--- config.mk ---
export PLATFORM = sky130hd
export DESIGN_NAME = muxnway_rr_flat
export DESIGN_NICKNAME = d
export VERILOG_FILES = /design/src/rtl/muxnway_rr_if.sv /design/src/rtl/muxnway_rr.sv /design/src/flat_wrapper.sv
export SDC_FILE = /design/constraint.sdc
export NUM_CORES = 1
export LEC_CHECK = 0
export ABC_AREA = 1
export CAP_MARGIN = 40
export CORE_AREA = 5 5 55 105
export CTS_CLUSTER_DIAMETER = 40
export DETAILED_ROUTE_END_ITERATION = 7
export DIE_AREA = 0 0 60 110
export PLACE_DENSITY = 0.85
export SLEW_MARGIN = 20
export SYNTH_ARGS = -nofsm -noshare
export SYNTH_HDL_FRONTEND = slang
export SYNTH_SLANG_ARGS = --single-unit
--- constraint.sdc ---
create_clock -name clk -period 3.4 [get_ports clk]
set_input_delay 0.51 -clock clk [delete_from_list [all_inputs] [get_ports clk]]
set_output_delay 0.51 -clock clk [all_outputs]
set_load 0.1 [all_outputs]
--- src/rtl/muxnway_rr_if.sv ---
// rtl/muxnway_rr_if.sv - handshake bundle between producers, muxnway_rr and its consumer
//
// Groups the datapath and handshake signals of muxnway_rr.
//   in_data   N*WIDTH  flattened producer data, channel i at [i*WIDTH +: WIDTH]
//   in_valid  N        per-channel valid
//   in_ready  N        per-channel ready (one-hot or zero)
//   mode      1        0 = fixed select, 1 = round-robin
//   sel       SELW     channel chosen in fixed mode
//   out_data  WIDTH    registered output data
//   out_chan  SELW     channel id of the held beat
//   out_valid 1        output register holds a beat
//   out_ready 1        consumer accepts the beat
// Modports: master = producers/consumer side, slave = the mux.
interface muxnway_rr_if #(
  parameter int WIDTH = 16,
  parameter int N     = 4,
  parameter int SELW  = $clog2(N)
);
  logic [N*WIDTH-1:0] in_data;
  logic [N-1:0]       in_valid;
  logic [N-1:0]       in_ready;
  logic               mode;
  logic [SELW-1:0]    sel;
  logic [WIDTH-1:0]   out_data;
  logic [SELW-1:0]    out_chan;
  logic               out_valid;
  logic               out_ready;

  modport master (
    output in_data, in_valid, mode, sel, out_ready,
    input  in_ready, out_data, out_chan, out_valid
  );

  modport slave (
    input  in_data, in_valid, mode, sel, out_ready,
    output in_ready, out_data, out_chan, out_valid
  );
endinterface

--- src/rtl/muxnway_rr.sv ---
// rtl/muxnway_rr.sv - N-way registered mux with fixed-select and round-robin arbitration
//
// Selects one of N valid/ready input channels into a one-entry output register.
// Ports:
//   clk         clock, rising edge
//   rst         asynchronous active-high reset
//   bus         muxnway_rr_if.slave (inputs, output beat, handshakes, mode, sel)
//   xfer_count  16-bit count of output transfers, wraps (only with MUXNWAY_COUNT_EN)
// Optional feature macro: MUXNWAY_COUNT_EN adds the xfer_count port and counter.
module muxnway_rr #(
  parameter int WIDTH = 16,
  parameter int N     = 4,
  parameter int SELW  = $clog2(N)
) (
  input  logic         clk,
  input  logic         rst,
  muxnway_rr_if.slave  bus
`ifdef MUXNWAY_COUNT_EN
  ,
  output logic [15:0]  xfer_count
`endif
);

  logic [WIDTH-1:0] data_q;
  logic [SELW-1:0]  chan_q;
  logic             valid_q;
  logic [SELW-1:0]  last;

  logic [SELW-1:0]  grant;
  logic             grant_vld;
  logic [SELW-1:0]  cand;
  logic [WIDTH-1:0] grant_data;
  logic             accept;
  logic             in_xfer;
  logic             out_xfer;

  assign accept   = !valid_q || bus.out_ready;
  assign in_xfer  = grant_vld && accept;
  assign out_xfer = valid_q && bus.out_ready;

  // Grant selection. Fixed mode matches sel against real channel numbers only,
  // so a sel beyond N-1 simply never grants. Round-robin scans last+1 .. last+N
  // modulo N and keeps the first valid hit.
  always_comb begin
    grant     = '0;
    grant_vld = 1'b0;
    cand      = '0;
    if (!bus.mode) begin
      for (int i = 0; i < N; i++) begin
        if (bus.sel == SELW'(i) && bus.in_valid[i]) begin
          grant     = SELW'(i);
          grant_vld = 1'b1;
        end
      end
    end else begin
      for (int k = 1; k <= N; k++) begin
        cand = SELW'((int'(last) + k) % N);
        if (!grant_vld && bus.in_valid[cand]) begin
          grant     = cand;
          grant_vld = 1'b1;
        end
      end
    end
  end

  always_comb begin
    grant_data = '0;
    for (int i = 0; i < N; i++) begin
      if (grant == SELW'(i)) begin
        grant_data = bus.in_data[i*WIDTH +: WIDTH];
      end
    end
  end

  // Ready goes only to the granted channel and only when the slot is free;
  // forced low during reset since the register is being cleared.
  always_comb begin
    bus.in_ready = '0;
    if (!rst && grant_vld) begin
      bus.in_ready[grant] = accept;
    end
  end

  always_ff @(posedge clk or posedge rst) begin
    if (rst) begin
      data_q  <= '0;
      chan_q  <= '0;
      valid_q <= 1'b0;
      last    <= SELW'(N - 1);
    end else begin
      if (in_xfer) begin
        data_q  <= grant_data;
        chan_q  <= grant;
        valid_q <= 1'b1;
        if (bus.mode) begin
          last <= grant;
        end
      end else if (out_xfer) begin
        valid_q <= 1'b0;
      end
    end
  end

  assign bus.out_data  = data_q;
  assign bus.out_chan  = chan_q;
  assign bus.out_valid = valid_q;

`ifdef MUXNWAY_COUNT_EN
  always_ff @(posedge clk or posedge rst) begin
    if (rst) begin
      xfer_count <= 16'd0;
    end else if (out_xfer) begin
      xfer_count <= xfer_count + 16'd1;
    end
  end
`endif

endmodule

--- src/flat_wrapper.sv ---
// flat-port wrapper written by rule: the top's interface ports become plain ports
module muxnway_rr_flat 
#(
  parameter int WIDTH = 16,
  parameter int N     = 4,
  parameter int SELW  = $clog2(N)
)
  (clk, rst, bus_in_data, bus_in_valid, bus_mode, bus_sel, bus_out_ready, bus_in_ready, bus_out_data, bus_out_chan, bus_out_valid);
  muxnway_rr_if #(.WIDTH(WIDTH), .N(N), .SELW(SELW)) bus_i ();
  input  logic clk;
  input  logic rst;
  input wire logic [$bits(bus_i.in_data)-1:0] bus_in_data;
  input wire logic [$bits(bus_i.in_valid)-1:0] bus_in_valid;
  input wire logic [$bits(bus_i.mode)-1:0] bus_mode;
  input wire logic [$bits(bus_i.sel)-1:0] bus_sel;
  input wire logic [$bits(bus_i.out_ready)-1:0] bus_out_ready;
  output wire logic [$bits(bus_i.in_ready)-1:0] bus_in_ready;
  output wire logic [$bits(bus_i.out_data)-1:0] bus_out_data;
  output wire logic [$bits(bus_i.out_chan)-1:0] bus_out_chan;
  output wire logic [$bits(bus_i.out_valid)-1:0] bus_out_valid;
  assign bus_i.in_data = bus_in_data;
  assign bus_i.in_valid = bus_in_valid;
  assign bus_i.mode = bus_mode;
  assign bus_i.sel = bus_sel;
  assign bus_i.out_ready = bus_out_ready;
  assign bus_in_ready = bus_i.in_ready;
  assign bus_out_data = bus_i.out_data;
  assign bus_out_chan = bus_i.out_chan;
  assign bus_out_valid = bus_i.out_valid;
  muxnway_rr #(.WIDTH(WIDTH), .N(N), .SELW(SELW)) u_core (.clk(clk), .rst(rst), .bus(bus_i));
endmodule
==> reports/qor.txt, run 1 <==
Outcome - finished, final reports clean
Post-CTS Setup Inserts - 0
Sequential area share after synthesis - 0.285
Min Hold Slack - 0.489 ns
Clk Latency, worst-skew pair - 0.26 ns
Cell family with the largest share of critical-path delay - simple AND/OR/NAND/NOR gates
Power density over the cells - 1020 mW/mm^2
Number of H-tree branching levels - 1
Total inserted antenna cells - 0
Port buffer count - 96
Residual DRC - 0
I/O pin count - 97
Number of antenna violations at the first check in global routing - 0
Most frequent cell on the critical path - nand2_1
Maximum number of pins on one net before global-route repair - 30
Core area - 0.00486 mm^2
Type of the most critical hold path - reg -> reg
Tmin final - 3.20 ns
Endpoint class of the critical path - output pin
Total number of nets in the final design - 485
Remaining antenna violation count - 0
Worst IR drop on VDD - 0.770 mV
Finished layout cell area - 0.00322 mm^2
RSZ-0062 raised after global routing - false
Max Fanout on Critical Path - 18
Area added between synthesis and finish - 74.0%
Fraction of the core area covered by cells at the end of the flow - 0.662
Die Span Y - 110 um
Largest stage delay on the critical path - 0.67 ns
Mapped Cells - 301
Max Clk Rate - 312 MHz
Sequential Area - 528 um^2
First drt pass iteration count - 5
Transition time of the tightest slew-check pin - 0.614 ns
Number of buffers inserted during clock tree synthesis - 3
Iter 0 DRT Violations - 203
Die outline area - 0.00660 mm^2
Number of distinct library cell variants in the gate-level netlist after synthesis - 23
Flop and latch count out of synthesis - 21
Via-to-Cell Ratio - 5.19
Max capacitance violation total - 0
Synth warnings - 0
Max-slew violation count - 0
Max Buffers Root-to-Sink - 2
WP buf/inv - 3
Ratio of cells with drive above 1 in the final layout - 0.134
Num Clock Sinks - 21
Worst setup slack before clock tree synthesis - 0.223 ns
Final-report hold violation count - 0
Number of global-route vias before repair - 2,496
Row cnt - 36
Kind of start point of the critical path - flip-flop
Post-Synthesis Cell Area - 0.00185 mm^2
Portion of the clock cycle consumed by the worst path in the final layout - 0.942
Setup slack after layout - 0.199 ns
Width of the die - 60 um
First-pass GRT wire length - 11.1 mm
Critical path class - reg -> out
Number of vias after detailed routing - 2,426
Crit path arrival time - 2.69 ns
Post-Route WL - 7.07 mm
Crit-path slowest cell - dfstp_2
Final GP Congestion - 0.954
Starting density of the core - 0.380
Static power due to leakage - 1.62 nW
Normalized max-slew margin - 0.590
Clock root cell - clkbuf_8
Aggregate global routing overflow - 0
Worst setup skew after layout - 0.0127 ns
Crit path required time - 2.89 ns
FILL cells - 411
GRT Util Overall - 0.220
Area taken by multi-input logic gates - 0.00104 mm^2
Hold Buf Count CTS - 0
Drt wl/cell - 15.1 um
CTS tree - yes
Clock Pin Slew Worst Setup and Hold Paths - 0.07 ns
Post-Place Cell Area - 0.00317 mm^2
Number of nets produced by synthesis - 375
Cell-by-cell trace of the critical path - inv_2 > nand2_1 > nand2_1 > nand2_1 > nand2_1 > nor2_2 > nand3_1 > nand2_2 > nand2_4 > nand2_4 > inv_2 > nor3_1 > buf_12
Setup-violating endpoint count in the final report - 0
Half-perimeter wire length of the detailed placement result - 5.76 mm
Average cell area after synthesis - 6.15 um^2
area by class of cell:
class / instances / share of cell area
Timing Repair Buffer: 120 / 0.423
Sequential cell: 21 / 0.164
Inverter: 45 / 0.0524
Clock inverter: 1 / 0.00155
Clock buffer: 3 / 0.0128
Tap cell: 57 / 0.0221
Multi-Input combinational cell: 220 / 0.324
flip-flops by register name, summed over array words and instances, names as in the netlist:
register and count:
u_core.bus.out_chan 2, u_core.bus.out_data 16, u_core.last 2, u_core.bus.out_valid 1
power breakdown:
group / switching (mW) / internal (mW)
Sequential: 0.0915 / 0.376
Clock: 0.0845 / 0.0816
Combinational: 1.72 / 0.929
kinds of logic (layout without fill, tap and decap cells):
family	Yosys count	count (layout)	share of synthesized area
simple gates	190	190	0.462
buf+inv	60	169	0.154
compound gates	30	30	0.0980
flops	21	21	0.285
stage by stage:
| step | total power, mW | std cells | setup TNS [ns] |
|---|---|---|---|
| 2_1_floorplan | 2.19 | 301 | -1.58 |
| 3_3_place_gp | 2.65 | 444 | 0 |
| 4_1_cts | 3.27 | 467 | 0 |
| 6_report | 3.29 | 467 | 0 |
| 5_1_grt | 3.51 | 467 | 0 |
| 3_5_place_dp | 3.10 | 463 | 0 |
what timing repair did:
action | CTS | global route
setup endpoints to repair | 0 | 1
resized for setup | 0 | 1
endpoints found under the hold margin | 0 | 0
worst reg2reg max path: stages (launching register included):
cell and delay (ns):
dfstp_2 0.67, inv_2 0.14, nand2_1 0.09, nand2_1 0.09
nand2_1 0.10, nand2_1 0.08, nor2_2 0.14, nand3_1 0.12
o21ai_1 0.28, nor2_4 0.05, buf_4 0.21, inv_1 0.48
nand2_1 0.12, nand2_1 0.10
per-layer routing:
metal  up-vias  global-route usage  wire length [um]
li1       1171                   -                 -
met2       113               0.422              4040
met1      1116               0.217              2320
met4         0               0.132               405
met5         -                   0                 0
met3        26              0.0163               300
path summary, 6_finish.rpt:
check	end	start	cells past startpoint	slack [ns]
min in group asynchronous	u_core.bus.out_valid	rst	3	0.61
setup / recovery	bus_in_ready[0]	u_core.last[0]	13	0.20
setup reg to reg	u_core.bus.out_data[13]	u_core.last[0]	13	0.66
hold / removal	u_core.bus.out_data[15]	u_core.bus.out_data[15]	2	0.49
hold reg to reg	u_core.bus.out_data[15]	u_core.bus.out_data[15]	2	0.49
max in group asynchronous	u_core.last[1]	rst	3	2.50
cell usage in the layout, fill, tap and decap left out:
| cell | instances |
|---|---|
| nor2_2 | 1 |
| nand2_1 | 118 |
| buf_12 | 4 |
| inv_2 | 6 |
| o21ai_2 | 5 |
| o311ai_0 | 1 |
| o21bai_4 | 1 |
| buf_16 | 3 |
| buf_4 | 5 |
| a31oi_1 | 2 |
| clkbuf_8 | 3 |
| nand2_2 | 3 |
| nor2_4 | 2 |
| o21ai_0 | 5 |
| dfrtp_1 | 19 |
| buf_8 | 16 |
| dfstp_2 | 2 |
| nand4_1 | 13 |
| o21ai_1 | 16 |
| nor2_1 | 7 |
| nor3_1 | 3 |
| inv_1 | 39 |
| clkdlybuf4s50_1 | 92 |
| nand3_1 | 40 |
| nor2_8 | 1 |
| clkinv_2 | 1 |
| nand2_4 | 2 |
cell usage after synthesis:
| cell | n | area [um^2] |
|---|---|---|
| o311ai_0 | 1 | 8.76 |
| o21ai_1 | 16 | 80.1 |
| dfstp_2 | 2 | 52.6 |
| o21bai_2 | 1 | 11.3 |
| nand2_1 | 118 | 443 |
| nand3_1 | 40 | 200 |
| o21ai_0 | 5 | 25.0 |
| nor2_8 | 1 | 20.0 |
| a31oi_1 | 2 | 12.5 |
| nor2_4 | 2 | 22.5 |
| buf_6 | 5 | 56.3 |
| buf_2 | 6 | 30.0 |
| inv_2 | 6 | 22.5 |
| nor3_1 | 3 | 15.0 |
| inv_1 | 39 | 146 |
| nor2_1 | 7 | 26.3 |
| nand4_1 | 13 | 81.3 |
| nor2_2 | 1 | 6.26 |
| nand2_2 | 3 | 18.8 |
| o21ai_2 | 5 | 43.8 |
| dfrtp_1 | 19 | 475 |
| buf_4 | 4 | 30.0 |
| nand2_4 | 2 | 22.5 |
(Power assumes the default switching activity.)
==> inputs of run 2 (changes only) <==
- CORE_AREA: 5 5 55 105 -> 5 5 53 101
- DIE_AREA: 0 0 60 110 -> 0 0 58 106
- PLACE_DENSITY: 0.85 -> 0.91
==> run 2 against run 1 <==
Net effect: critical path type unchanged; first-iteration DRC count fell by 66%; critical endpoint unchanged; clock power about the same; sequential power increased by 1%.
==> reports/qor.txt, run 2 (synthesized netlist as in run 1, its figures left out) <==
Outcome - finished, final reports clean
Type of the most critical hold path - reg -> reg
Ratio of cells with drive above 1 in the final layout - 0.138
First-pass GRT wire length - 11.6 mm
Normalized max-slew margin - 0.564
Worst r2r dst - u_core.bus.out_data[4]
Combinational share of power - 0.810
Row cnt - 35
End of the worst hold path - u_core.bus.out_data[9]
Most common library cell in the layout ignoring fill and taps - nand2_1
Iter 0 DRT Violations - 69
Clock root cell - clkbuf_8
Final-report hold violation count - 0
Clock Pin Slew Worst Setup and Hold Paths - 0.08 ns
Remaining antenna violation count - 0
First drt pass iteration count - 4
Number of H-tree branching levels - 1
Worst IR drop on VDD - 0.813 mV
Power density over the cells - 1020 mW/mm^2
Tmin final - 3.20 ns
Startpoint of the most critical hold path - u_core.bus.out_data[9]
Drt wl/cell - 15.1 um
Number of global-route vias before repair - 2,566
FILL cells - 362
Aggregate global routing overflow - 0
Sequential Area - 528 um^2
Transition time of the tightest slew-check pin - 0.653 ns
Area taken by multi-input logic gates - 0.00104 mm^2
Half-perimeter wire length of the detailed placement result - 5.83 mm
Max Buffers Root-to-Sink - 2
Kind of start point of the critical path - flip-flop
Port buffer count - 96
Die outline area - 0.00615 mm^2
Top library cells by usage in the layout, fill and taps aside - nand2_1 (118), clkdlybuf4s50_1 (92), nand3_1 (40)
Clock network power share - 0.049
Post-Route WL - 7.05 mm
Crit path arrival time - 2.69 ns
Max-slew violation count - 0
Startpoint of the worst register-to-register path - u_core.last[0]
Via-to-Cell Ratio - 5.15
Hold Buf Count CTS - 0
Setup-violating endpoint count in the final report - 0
Clk Latency, worst-skew pair - 0.26 ns
Proportion of power drawn by flip-flops and latches - 0.141
Worst Hold Depth - 2
Total inserted antenna cells - 0
Number of buffers inserted during clock tree synthesis - 3
Starting density of the core - 0.406
GRT Util Overall - 0.243
Number of vias after detailed routing - 2,412
Max capacitance violation total - 0
Final GP Congestion - 0.878
Psw - 1.89 mW
Worst-case register-to-register setup slack - 0.63 ns
I/O pin count - 97
Critical path class - reg -> out
Die Span Y - 106 um
Switching part of the total power - 0.565
Static power due to leakage - 1.65 nW
Number of antenna violations at the first check in global routing - 0
Final std cells w/o fill - 468
Flip-flop count of the largest register after layout - 16
Residual DRC - 0
RSZ-0062 raised after global routing - false
Max Clk Rate - 312 MHz
Width of the die - 58 um
Dpl cells - 464
Num Clock Sinks - 21
Maximum number of pins on one net before global-route repair - 30
Post-CTS Setup Inserts - 0
Worst setup skew after layout - 0.00484 ns
Portion of the clock cycle consumed by the worst path in the final layout - 0.942
Total number of nets in the final design - 488
Crit path required time - 2.89 ns
Endpoint class of the critical path - output pin
Max Fanout on Critical Path - 12
Total Power Consumption - 3.35 mW
CTS tree - yes
Resized Gates After CTS - 0
Cell Int Power - 1.46 mW
Path depth of the worst reg2reg path - 13
Core area - 0.00455 mm^2
Area added between synthesis and finish - 77.3%
[run 2: cell count changes in the layout (fill, tap and decap cells not counted), sizes merged]
cell / change
clkbuf: +1
clkinv: -1
buf: +3
[run 2: power by group through the flow]
stage                     Sequential (mW)  Combinational [mW]  Clock, mW
after floorplan                      1.19               0.998          0
after global placement              0.468                2.22          0
after CTS                           0.469                2.73      0.169
final                               0.472                2.72      0.165
after detailed placement            0.473                2.72          0
after global routing                0.485                2.90      0.182
[run 2: critical path, stage by stage, from the launching register on]
cell and delay [ns]:
dfstp_2 0.67, inv_2 0.14, nand2_1 0.08, nand2_1 0.10, nand2_1 0.11, nand2_1 0.09, nor2_2 0.13, nand3_1 0.11
nand2_1 0.11, o21bai_2 0.11, buf_4 0.20, nor3_1 0.35, buf_12 0.23
[run 2: per-stage QoR]
step	TNS, ns	utilization	setup slack (ns)	hold WS [ns]	area, um^2
floorplan	-1.58	-	-0.773	0.494	1850
global placement	0	0.629	0.322	0.462	2860
detailed placement	0	0.711	0.254	0.464	3240
CTS	0	0.721	0.187	0.485	3280
global route	0	0.721	0.0122	0.510	3280
finish	0	0.721	0.196	0.483	3280
[run 2: worst max path at each step]
stage | cells past startpoint | end | startpoint | slack [ns]
2_1_floorplan | 12 | bus_in_ready[0] | u_core.last[0] | -0.77
3_3_place_gp | 12 | bus_in_ready[2] | bus_in_valid[0] | 0.32
3_5_place_dp | 12 | bus_in_ready[0] | bus_in_valid[1] | 0.25
4_1_cts | 12 | bus_in_ready[0] | u_core.last[0] | 0.19
5_1_grt | 12 | bus_in_ready[0] | u_core.last[0] | 0.01
6_report | 12 | bus_in_ready[0] | u_core.last[0] | 0.20
[run 2: routing by layer]
metal / vias up / global-route usage / share of wire
li1: 1174 / - / -
met1: 1112 / 0.224 / 0.31
met2: 95 / 0.471 / 0.58
met3: 31 / 0.0304 / 0.053
met4: 0 / 0.148 / 0.057
met5: - / 0 / 0
[run 2: layout make-up]
cell class,instances,share of cell area
multi-input combinational,220,0.316
sequential,21,0.161
tap,55,0.0210
inverter,45,0.0515
timing repair buffer,123,0.437
clock buffer,4,0.0137
